--- src/rtl/regb_dump_tx_if.sv ---
// Bus bundle between the register-dump transmitter and its surroundings:
// dump request, register-file read port, serial line and status.
interface regb_dump_tx_if #(
  parameter int ADDR_W = 4
);
  logic              start;
  logic [ADDR_W-1:0] rf_addr;
  logic [7:0]        rf_data;
  logic              tx;
  logic              busy;
  logic              done;

  modport master (
    input  start,
    input  rf_data,
    output rf_addr,
    output tx,
    output busy,
    output done
  );

  modport slave (
    output start,
    output rf_data,
    input  rf_addr,
    input  tx,
    input  busy,
    input  done
  );
endinterface

--- src/rtl/regb_dump_tx.sv ---
// Walks registers FIRST_REG..LAST_REG and sends each as two 8N1 UART frames:
// the register index byte, then the register value byte.
module regb_dump_tx #(
  parameter int CLKS_PER_BIT = 4,
  parameter int ADDR_W       = 4,
  parameter int FIRST_REG    = 1,
  parameter int LAST_REG     = 3
) (
  input  logic           clk,
  input  logic           reset,
  regb_dump_tx_if.master bus
);
  localparam int                CW        = $clog2(CLKS_PER_BIT);
  localparam logic [CW-1:0]     CNT_LAST  = CW'(CLKS_PER_BIT - 1);
  localparam logic [ADDR_W-1:0] IDX_FIRST = ADDR_W'(FIRST_REG);
  localparam logic [ADDR_W-1:0] IDX_LAST  = ADDR_W'(LAST_REG);

  typedef enum logic [2:0] {IDLE, LOAD, START, DATA, STOP} state_t;
  typedef enum logic {INDEX, VALUE} phase_t;

  state_t            state, state_nxt;
  phase_t            phase, phase_nxt;
  logic [ADDR_W-1:0] idx, idx_nxt;
  logic [7:0]        shift_q, shift_nxt;
  logic [CW-1:0]     cnt, cnt_nxt;
  logic [2:0]        bit_idx, bit_nxt;
  logic              done_q, done_nxt;

  always_ff @(posedge clk or posedge reset) begin
    if (reset) begin
      state   <= IDLE;
      phase   <= INDEX;
      idx     <= IDX_FIRST;
      shift_q <= 8'hFF;
      cnt     <= '0;
      bit_idx <= '0;
      done_q  <= 1'b0;
    end else begin
      state   <= state_nxt;
      phase   <= phase_nxt;
      idx     <= idx_nxt;
      shift_q <= shift_nxt;
      cnt     <= cnt_nxt;
      bit_idx <= bit_nxt;
      done_q  <= done_nxt;
    end
  end

  // cnt times each serial bit; it only wraps on the last cycle of a bit
  always_comb begin
    state_nxt = state;
    phase_nxt = phase;
    idx_nxt   = idx;
    shift_nxt = shift_q;
    cnt_nxt   = cnt;
    bit_nxt   = bit_idx;
    done_nxt  = 1'b0;
    case (state)
      IDLE: begin
        idx_nxt   = IDX_FIRST;
        phase_nxt = INDEX;
        cnt_nxt   = '0;
        bit_nxt   = '0;
        if (bus.start) state_nxt = LOAD;
      end
      LOAD: begin
        shift_nxt = (phase == INDEX) ? 8'(idx) : bus.rf_data;
        cnt_nxt   = '0;
        state_nxt = START;
      end
      START: begin
        if (cnt == CNT_LAST) begin
          cnt_nxt   = '0;
          bit_nxt   = '0;
          state_nxt = DATA;
        end else begin
          cnt_nxt = cnt + 1'b1;
        end
      end
      DATA: begin
        if (cnt == CNT_LAST) begin
          cnt_nxt   = '0;
          shift_nxt = shift_q >> 1;
          if (bit_idx == 3'd7) state_nxt = STOP;
          else                 bit_nxt   = bit_idx + 3'd1;
        end else begin
          cnt_nxt = cnt + 1'b1;
        end
      end
      STOP: begin
        if (cnt == CNT_LAST) begin
          cnt_nxt = '0;
          if (phase == INDEX) begin
            phase_nxt = VALUE;
            state_nxt = LOAD;
          end else if (idx != IDX_LAST) begin
            idx_nxt   = idx + 1'b1;
            phase_nxt = INDEX;
            state_nxt = LOAD;
          end else begin
            idx_nxt   = IDX_FIRST;
            phase_nxt = INDEX;
            done_nxt  = 1'b1;
            state_nxt = IDLE;
          end
        end else begin
          cnt_nxt = cnt + 1'b1;
        end
      end
      default: state_nxt = IDLE;
    endcase
  end

  // Line level comes straight from state so reset forces idle without a clock
  always_comb begin
    case (state)
      START:   bus.tx = 1'b0;
      DATA:    bus.tx = shift_q[0];
      default: bus.tx = 1'b1;
    endcase
  end

  assign bus.busy    = (state != IDLE);
  assign bus.done    = done_q;
  assign bus.rf_addr = idx;
endmodule

--- src/flat_wrapper.sv ---
// flat-port wrapper written by rule: the top's interface ports become plain ports
module regb_dump_tx_flat 
#(
  parameter int CLKS_PER_BIT = 4,
  parameter int ADDR_W       = 4,
  parameter int FIRST_REG    = 1,
  parameter int LAST_REG     = 3
)
  (clk, reset, bus_start, bus_rf_data, bus_rf_addr, bus_tx, bus_busy, bus_done);
  regb_dump_tx_if #(.ADDR_W(ADDR_W)) bus_i ();
  input  logic clk;
  input  logic reset;
  input wire logic [$bits(bus_i.start)-1:0] bus_start;
  input wire logic [$bits(bus_i.rf_data)-1:0] bus_rf_data;
  output wire logic [$bits(bus_i.rf_addr)-1:0] bus_rf_addr;
  output wire logic [$bits(bus_i.tx)-1:0] bus_tx;
  output wire logic [$bits(bus_i.busy)-1:0] bus_busy;
  output wire logic [$bits(bus_i.done)-1:0] bus_done;
  assign bus_i.start = bus_start;
  assign bus_i.rf_data = bus_rf_data;
  assign bus_rf_addr = bus_i.rf_addr;
  assign bus_tx = bus_i.tx;
  assign bus_busy = bus_i.busy;
  assign bus_done = bus_i.done;
  regb_dump_tx #(.CLKS_PER_BIT(CLKS_PER_BIT), .ADDR_W(ADDR_W), .FIRST_REG(FIRST_REG), .LAST_REG(LAST_REG)) u_core (.clk(clk), .reset(reset), .bus(bus_i));
endmodule
--- config.mk ---
export PLATFORM = sky130hd
export DESIGN_NAME = regb_dump_tx_flat
export DESIGN_NICKNAME = d
export VERILOG_FILES = /design/src/rtl/regb_dump_tx_if.sv /design/src/rtl/regb_dump_tx.sv /design/src/flat_wrapper.sv
export SDC_FILE = /design/constraint.sdc
export NUM_CORES = 1
export LEC_CHECK = 0
export BUFFER_PORTS_ARGS = -buffer_cell sky130_fd_sc_hd__buf_4
export CORE_ASPECT_RATIO = 1.5
export CORE_UTILIZATION = 45
export DETAILED_ROUTE_END_ITERATION = 10
export PLACE_DENSITY = 0.65
export REMOVE_ABC_BUFFERS = 1
export SKIP_LAST_GASP = 1
export SLEW_MARGIN = 40
export SYNTH_ARGS = -nofsm -noshare
export SYNTH_HDL_FRONTEND = slang
export SYNTH_SLANG_ARGS = --single-unit
export TNS_END_PERCENT = 100
--- constraint.sdc ---
create_clock -name clk -period 4.87 [get_ports clk]
set_input_delay 0.974 -clock clk [delete_from_list [all_inputs] [get_ports clk]]
set_output_delay 0.974 -clock clk [all_outputs]
set_load 0.1 [all_outputs]
; ---- After elaboration in Yosys (flattened, before gate mapping)
; Index checks and enable logic that the tools add are counted.
; W data, S select, Z words.
[word_totals]
register_bits = 22
output_inout_bits = 7
input_bits = 11
wordCells = 66
[classes]
muxes = 29
n_addsub = 3
eq_ne = 14
reduce_logical = 13
[op_table]
columns = operator, count
row1 = $mux W3, 9
row2 = $mux W8, 2
row3 = $pmux W8 S2, 1
row4 = $pmux W3 S5, 1
row5 = $mux W4, 3
row6 = $ne A2 B1 Y1 const B, 5
row7 = $pmux W3 S3, 1
row8 = $pmux W4 S2, 1
row9 = $mux W1, 7
row10 = $eq A3 B2 Y1 const B, 2
row11 = $eq A3 B3 Y1 const B, 2
row12 = $reduce_bool A2 Y1, 3
row13 = $reduce_bool A3 Y1, 2
row14 = $reduce_and A5 Y1, 1
row15 = $add A4 B1 Y4 const B, 1
row16 = $ne A2 B2 Y1 const B, 2
row17 = $ne A4 B2 Y1 const B, 1
row18 = $pmux W1 S2, 2
row19 = $pmux W2 S2, 1
row20 = $reduce_and A2 Y1, 2
row21 = $reduce_and A4 Y1, 1
row22 = $add A3 B1 Y3 const B, 1
row23 = $eq A3 B1 Y1 const B, 1
row24 = $logic_not A3 Y1, 1
row25 = other kinds (6), 6

; ---- Logic depth before layout (Yosys ltp)
; Gate-level depths: netlist of the first run.
[logic_depth]
word_depth = 5
mapped_depth = 5
depth_no_buf = 5

; ---- Worst setup path after synthesis of the first run
; OpenSTA, ideal clock, no wires.
[synth_path]
kind = register -> output
start = reg u_core.state[0]
end = out bus_busy
t_arrival_ns = 1.526
path_slack_ns = 2.370
path_stages_with_launch = 4
n_path_buf = 1
required_ns = 3.896
path_cell_list = dfrtp_1 > clkbuf_1 > nor2_1 > nand2_1
[synth_via]
elab_chain_len = 1
[synth_rtl]
columns = item, line_no
row1 = from (decl), regb_dump_tx.sv:21  ; state_t state, state_nxt;
row2 = from (signal assigned), regb_dump_tx.sv:39  ; state <= state_nxt;
row3 = $reduce_bool A3 Y1, regb_dump_tx.sv:123  ; assign bus.busy = (state != IDLE);
row4 = to (decl), flat_wrapper.sv:17  ; output wire logic [$bits(bus_i.busy)-1:0] bus_busy;
; Every way passes these cells.

; ---- Final worst setup path of the first run
[layout_path]
start = reg u_core.state[1]
end = out bus_busy
; The elaborated chain is that of the path after synthesis.

==> results.json, run 1 <==
{
  "status": "complete, no violations",
  "gp_congestion": 0.8267,
  "arrival_ns": 1.57,
  "die_x_um": 45.68,
  "crit_type": "register to output pin",
  "holdBufCountCts": 0,
  "clk_path_buf_depth": 2,
  "grt_setup_unrepaired": "no",
  "antenna_found_initial": 0,
  "postCtsSetupBuffers": 0,
  "dp_hpwl_um": 1779,
  "drt-initial-drc-count": 30,
  "drv_cap": 0,
  "finalSetupTns_ns": 0,
  "relSlewSlack": 0.5064,
  "coreArea_mm2": 0.002705,
  "synth_cells": 127,
  "dieArea_mm2": 0.003084,
  "async_reset_ff_frac": 1.000,
  "period_share": 0.5233,
  "post_cts_resized": 0,
  "nets": 157,
  "hold_viol": 0,
  "drive_above_1_share": 0.3546,
  "post-route-drc-count": 0,
  "yosys_warnings": 0,
  "grt_start_max_net_pins": 23,
  "rows": 23,
  "slew_violations": 0,
  "grt_pass1_wl_um": 4126,
  "cts_tree": "done",
  "post-route-min-period_ns": 2.548,
  "drt_pre_antenna_iters": 4,
  "ir_worst_vdd_mv": 0.3521,
  "start_util": 0.4759,
  "overflow": 0,
  "cts_buffers": 3,
  "synth.avg_cell_area_um2": 10.14,
  "cp-startpoint": "u_core.state[1]",
  "cellLeakagePower_nw": 0.6335,
  "crit_path_end_kind": "output pin",
  "postRouteAntennaNets": 0,
  "insertion_delay_ns": 0.26,
  "synth_area_leaders": "dfrtp_1, dfstp_2, mux2_2",
  "cts-root-buf": "clkbuf_8",
  "powerDensity_mw_per_mm2": 446.7,
  "syn_to_final_growth_pct": 15.65,
  "die_h_um": 67.51,
  "clkTransAtPathRegs_ns": 0.08,
  "pin_count": 18,
  "numPortBuffers": 17,
  "clock_skew_ns": 0.001664,
  "wl_um": 2545,
  "diodes": 0,
  "synth_seq_cells": 22,
  "grtUsageTotal": 0.1824,
  "htree_levels": 1,
  "numClockSinks": 22,
  "setup_violations": 0,
  "placed_cell_area_mm2": 0.001434,
  "fin_area_mm2": 0.001489,
  "grt_pass1_vias": 934,
  "yosys.area.top_type": "dfrtp_1",
  "r2r-start": "u_core.cnt[0]",
  "vias": 995,
  "worst_pin_slew_ns": 0.7372,
  "synthFlopType": "dfrtp_1",
  "synth_edf_count": 0,
  "yosysSeqAreaShare": 0.4363,
  "synth_area_mm2": 0.001287,
  "holdCritStartpoint": "u_core.shift_q[0]",
  "crit_fanout": 16,
  "yosys.area.top_type_share": 0.2527,
  "fmax_mhz": 392.4,
  "hold_path_class": "register to register",
  "synthDistinctLibCells": 38,
  "crit_required_ns": 3.90,
  "vias_per_cell": 5.590,
  "cp-start-kind": "register",
  "routedWlPerCell_um": 14.30
}
==> stage by stage <==
stage                     hold WS (ns)  worst slack, ns  utilization  total power, mW  std cells
after floorplan                 0.4444            2.457            -           0.4750        120
after global placement          0.4662            2.646       0.5301           0.5239        174
after detailed placement        0.4761            2.603       0.5301           0.5353        174
after CTS                       0.4936            2.310       0.5504           0.6703        178
after global routing            0.5146            2.138       0.5504           0.7041        178
final                           0.4893            2.322       0.5504           0.6651        178
==> cell type report <==
type	instances	area [um^2]
flip-flops and latches	22	561.8
multi-input cells	89	664.4
inverters	9	33.78
repair buffers	17	127.6
fillers	260	1216
clock buffers	4	55.05
well taps	37	46.29
==> kinds of logic (layout without fill, tap and decap cells) <==
family	after synthesis	in the layout	synth area share
buffers and inverters	16	30	0.04761
and+or+nand+nor	40	40	0.1662
AOI/OAI and AO/OA	22	22	0.1166
DFF	22	22	0.4363
adders and majority gates	4	4	0.03887
muxes	23	23	0.1944
==> flip-flops by register name (all words and copies together) (netlist names) <==
| register | count |
|---|---|
| u_core.bus.rf_addr | 4 |
| u_core.shift_q | 8 |
| u_core.state | 3 |
| u_core.bus.done | 1 |
| u_core.bit_idx | 3 |
| u_core.phase | 1 |
| u_core.cnt | 2 |
==> Yosys cell counts (all sizes together) (4+ instances only) <==
| cell type | count |
|---|---|
| mux2i | 7 |
| nor2 | 7 |
| nor3b | 4 |
| clkbuf | 6 |
| inv | 9 |
| mux2 | 16 |
| a21oi | 4 |
| nand3 | 4 |
| dfrtp | 13 |
| nand2 | 10 |
| ha | 4 |
| dfstp | 9 |
==> critical path, stage by stage, from the launching register on <==
cell	delay [ns]
dfrtp_1	0.53
nor2_1	0.42
nand2_1	0.11
buf_4	0.25
==> power breakdown <==
group	switching (mW)	internal, mW	leakage, nW
clock network	0.0600	0.0720	0.0288
registers	0.0350	0.223	0.255
logic	0.154	0.121	0.349
==> final timing paths <==
kind | to | slack (ns) | cells after the start
setup / recovery | bus_busy | 2.32 | 3
hold / removal | u_core.shift_q[0] | 0.49 | 2
setup reg to reg | u_core.shift_q[2] | 2.70 | 4
hold reg to reg | u_core.shift_q[0] | 0.49 | 2
max in group asynchronous | u_core.shift_q[5] | 3.79 | 2
min in group asynchronous | u_core.bit_idx[0] | 0.72 | 2
==> layout by cell type, fill, tap and decap left out, drive strengths merged, types with 7 or more instances in the layout <==
cell and n:
nor2 7, dfrtp 13, nand2 10, mux2 16, buf 17, dfstp 9, inv 9, mux2i 7
==> routing by layer <==
metal,track usage,routed length (um),up-vias
li1,-,-,483
met1,0.2155,1092,491
met2,0.3196,1389,19
met3,0.02406,45,2
met4,0.07576,19,0
met5,0,0,-
(Power assumes the default switching activity.)
==> inputs of run 2 (changes only) <==
PLACE_DENSITY = 0.68   (was 0.65)
clock period = 2.2 ns   (was 4.87 ns; I/O delays follow)
==> results.json, run 2 (synthesis results as in run 1) <==
{
  "dieArea_mm2": 0.003084,
  "crit_required_ns": 2.35,
  "nets": 164,
  "slew_violations": 0,
  "cp-start-kind": "register",
  "numClockSinks": 22,
  "wl_um": 2454,
  "htree_levels": 1,
  "numPortBuffers": 17,
  "finalSetupTns_ns": 0,
  "crit_path_end_kind": "register",
  "die_h_um": 67.51,
  "pin_count": 18,
  "clock_skew_ns": 0.002055,
  "placed_cell_area_mm2": 0.001486,
  "mostFrequentLayoutCells": "buf_4, mux2_2, dfrtp_1",
  "grt_setup_unrepaired": "no",
  "fin_ws_ns": 0.2746,
  "period_share": 0.8752,
  "antenna_found_initial": 0,
  "critPathBufInv": 0,
  "clkTransAtPathRegs_ns": 0.08,
  "drt-initial-drc-count": 12,
  "r2r-start": "u_core.bit_idx[0]",
  "clk_path_buf_depth": 2,
  "dp_hpwl_um": 1793,
  "setup_violations": 0,
  "start_util": 0.4759,
  "vias_per_cell": 5.351,
  "grt_start_max_net_pins": 23,
  "fin_hold_ws_ns": 0.2015,
  "utilization": 0.5661,
  "largest_register_ff_count": 8,
  "postRouteAntennaNets": 0,
  "final_cells": 185,
  "holdBufCountCts": 0,
  "insertion_delay_ns": 0.26,
  "arrival_ns": 2.08,
  "die_x_um": 45.68,
  "rows": 23,
  "hold_path_class": "input pin to async pin",
  "cp-startpoint": "u_core.bit_idx[0]",
  "crit_chain": "ha_1 > ha_1 > nand2b_1 > a211oi_1 > mux2_2",
  "vias": 990,
  "power_mw": 1.475,
  "worst_pin_slew_ns": 0.5173,
  "grt_pass1_vias": 893,
  "grt_pass1_wl_um": 3995,
  "gp_congestion": 0.8449,
  "diodes": 0,
  "crit_fanout": 3,
  "overflow": 0,
  "ir_worst_vdd_mv": 0.5368,
  "post-route-min-period_ns": 1.925,
  "cpPeakStageDelay_ns": 0.45,
  "fmax_mhz": 519.4,
  "fin_area_mm2": 0.001531,
  "critPathSlowestCell": "a211oi_1",
  "place_inst": 181,
  "crit_family": "compound AO/OA/AOI/OAI gates",
  "crit_type": "register to register",
  "pre_cts_ws_ns": 0.2643,
  "coreArea_mm2": 0.002705,
  "grtUsageTotal": 0.1770,
  "drive_above_1_share": 0.3716,
  "status": "complete, no violations",
  "relSlewSlack": 0.6552,
  "routedWlPerCell_um": 13.26,
  "cts-root-buf": "clkbuf_8",
  "mostFrequentLayoutCell": "buf_4",
  "cts_buffers": 3,
  "regMostFlops": "u_core.shift_q",
  "post-route-drc-count": 0,
  "postCtsSetupBuffers": 0,
  "crit_top_cell": "ha_1",
  "cts_tree": "done",
  "powerDensity_mw_per_mm2": 963.2,
  "hold_viol": 0,
  "post_cts_resized": 0,
  "drt_pre_antenna_iters": 3,
  "syn_to_final_growth_pct": 18.95,
  "drv_cap": 0,
  "cellLeakagePower_nw": 0.6639
}
## run 2: power breakdown
part           total [mW]  leakage (nW)  internal (mW)  switching [mW]
sequential          0.558         0.255          0.494          0.0641
combinational       0.655         0.386          0.304           0.351
clock               0.262        0.0228          0.129           0.133
total                1.48         0.664          0.927           0.548
## run 2: area by class of cell
cell class              count  area, um^2
fillers                   259        1174
multi-input cells          89       664.4
flip-flops and latches     22       561.8
repair buffers             24       180.2
well taps                  37       46.29
clock buffers               4       45.04
inverters                   9       33.78
## run 2: metal layers
layer,vias up,share of wire,track usage
li1,499,-,-
met2,11,0.55,0.2946
met4,0,0.011,0.06818
met1,476,0.43,0.2205
met3,4,0.013,0.03209
met5,-,0,0
## run 2: path summary, 6_finish.rpt
| path | end | slack, ns | depth (start not counted) |
|---|---|---|---|
| worst max-delay path | u_core.bit_idx[1] | 0.27 | 5 |
| worst min-delay path | u_core.bit_idx[1] | 0.20 | 3 |
| worst max register to register | u_core.bit_idx[1] | 0.27 | 5 |
| worst min register to register | u_core.shift_q[0] | 0.48 | 2 |
| max in group asynchronous | u_core.shift_q[7] | 1.73 | 3 |
| min in group clk | u_core.shift_q[0] | 0.48 | 2 |
## run 2: worst register-to-register path, delay by kind of cell (launching register included)
| family | cells | cell delay, ns |
|---|---|---|
| muxes | 1 | 0.39 |
| adders and majority gates | 2 | 0.43 |
| DFF | 1 | 0.40 |
| AOI/OAI and AO/OA | 1 | 0.45 |
| and+or+nand+nor | 1 | 0.15 |
==> inputs of run 3 (changes only) <==
CORE_UTILIZATION = 50   (was 45)
PLACE_DENSITY = 0.74   (was 0.68)
==> results.json, run 3 (synthesis results as in run 1) <==
{
  "power_mw": 1.399,
  "arrival_ns": 1.64,
  "post-route-drc-count": 2,
  "nets": 162,
  "clock_skew_ns": 0.007411,
  "hold_path_class": "input pin to async pin",
  "grt_pass1_vias": 1024,
  "dieArea_mm2": 0.002786,
  "clk_path_buf_depth": 2,
  "finalSetupTns_ns": 0,
  "fin_hold_ws_ns": 0.1577,
  "diodes": 0,
  "clock_power_share": 0.131,
  "fin_ws_ns": 0.1177,
  "cp-start-kind": "register",
  "seqPwrFrac": 0.408,
  "cellLeakagePower_nw": 0.6465,
  "cts_tree": "done",
  "coreArea_mm2": 0.002450,
  "vias_per_cell": 5.829,
  "mostFrequentLayoutCell": "buf_4",
  "p_sw_frac": 0.3820,
  "setup_violations": 0,
  "gp_congestion": 0.8184,
  "regMostFlops": "u_core.shift_q",
  "crit_path_end_kind": "output pin",
  "grt_setup_unrepaired": "no",
  "period_share": 0.9465,
  "grt_start_max_net_pins": 23,
  "insertion_delay_ns": 0.30,
  "htree_levels": 1,
  "drt-initial-drc-count": 14,
  "syn_to_final_growth_pct": 15.06,
  "fin_area_mm2": 0.001481,
  "nFillCells": 219,
  "post-route-min-period_ns": 2.082,
  "pre_cts_ws_ns": 0.2298,
  "worst_pin_slew_ns": 0.5155,
  "hold_viol": 0,
  "powerDensity_mw_per_mm2": 944.6,
  "routedWlPerCell_um": 14.51,
  "rows": 22,
  "pwr-share-comb": 0.461,
  "antenna_found_initial": 0,
  "status": "finished with violations",
  "wl_um": 2467,
  "dp_hpwl_um": 1875,
  "internal_power_mw": 0.8648,
  "grt_pass1_wl_um": 4284,
  "overflow": 0,
  "die_x_um": 43.43,
  "grtUsageTotal": 0.2043,
  "holdBufCountCts": 0,
  "numPortBuffers": 17,
  "drv_cap": 0,
  "switching_power_mw": 0.5346,
  "crit_fanout": 15,
  "fmax_mhz": 480.2,
  "violations": "design-rule violations",
  "postCtsSetupBuffers": 0,
  "largest_register_ff_count": 8,
  "ir_worst_vdd_mv": 0.8060,
  "cts_buffers": 3,
  "post_cts_resized": 0,
  "numClockSinks": 22,
  "mostFrequentLayoutCells": "buf_4, mux2_2, dfrtp_1",
  "slew_violations": 0,
  "postRouteAntennaNets": 0,
  "drt_pre_antenna_iters": 7,
  "start_util": 0.5255,
  "crit_type": "register to output pin",
  "placed_cell_area_mm2": 0.001455,
  "cts-root-buf": "clkbuf_4",
  "pin_count": 18,
  "die_h_um": 64.15,
  "drive_above_1_share": 0.3630,
  "vias": 991,
  "clkTransAtPathRegs_ns": 0.12,
  "crit_required_ns": 1.76,
  "relSlewSlack": 0.6543
}
run 3: changes by cell type in the layout (fill, tap and decap cells not counted):
| cell | before | now |
|---|---|---|
| buf_4 | 24 | 22 |
| clkbuf_4 | 0 | 3 |
| clkbuf_8 | 3 | 0 |
run 3: metal layers:
layer,vias up,share of wire,GRT usage
met5,-,0,0
met4,0,0.0069,0.07422
met3,2,0.022,0.02825
met2,14,0.55,0.3864
met1,482,0.42,0.2202
li1,493,-,-
run 3: final timing paths:
path / cells after the start / to / from / slack, ns
min: 3 / u_core.bit_idx[1] / reset / 0.16
min reg2reg: 2 / u_core.shift_q[6] / u_core.shift_q[6] / 0.49
max: 3 / bus_tx / u_core.state[2] / 0.12
min in group clk: 2 / u_core.shift_q[6] / u_core.shift_q[6] / 0.49
max in group asynchronous: 3 / u_core.shift_q[5] / reset / 1.76
max reg2reg: 5 / u_core.bit_idx[2] / u_core.bit_idx[0] / 0.21
run 3: per-stage QoR:
| step | instances | utilization |
|---|---|---|
| after floorplan | 120 | - |
| after detailed placement | 166 | 0.5940 |
| after CTS | 170 | 0.6047 |
| after global placement | 166 | 0.5940 |
| after global routing | 170 | 0.6047 |
| final | 170 | 0.6047 |
run 3: final cells by class:
cell class / count / area [um^2] / area share
Clock buffer: 4 / 26.28 / 0.01774
Inverter: 9 / 33.78 / 0.02280
Multi-Input combinational cell: 89 / 664.4 / 0.4485
Sequential cell: 22 / 561.8 / 0.3792
Tap cell: 24 / 30.03 / 0.02027
Timing Repair Buffer: 22 / 165.2 / 0.1115
run 3: power by group through the flow:
stage          clock (mW)  combinational, mW  sequential (mW)
6_report            0.184              0.644            0.571
5_1_grt             0.208              0.714            0.582
4_1_cts             0.191              0.651            0.570
3_5_place_dp            0              0.650            0.578
3_3_place_gp            0              0.619            0.570
2_1_floorplan           0              0.496            0.556
run 3: worst max-delay path: stages, from the launching register on:
cell     delay [ns]
dfrtp_1        0.65
inv_1          0.27
nand3_1        0.13
buf_4          0.30
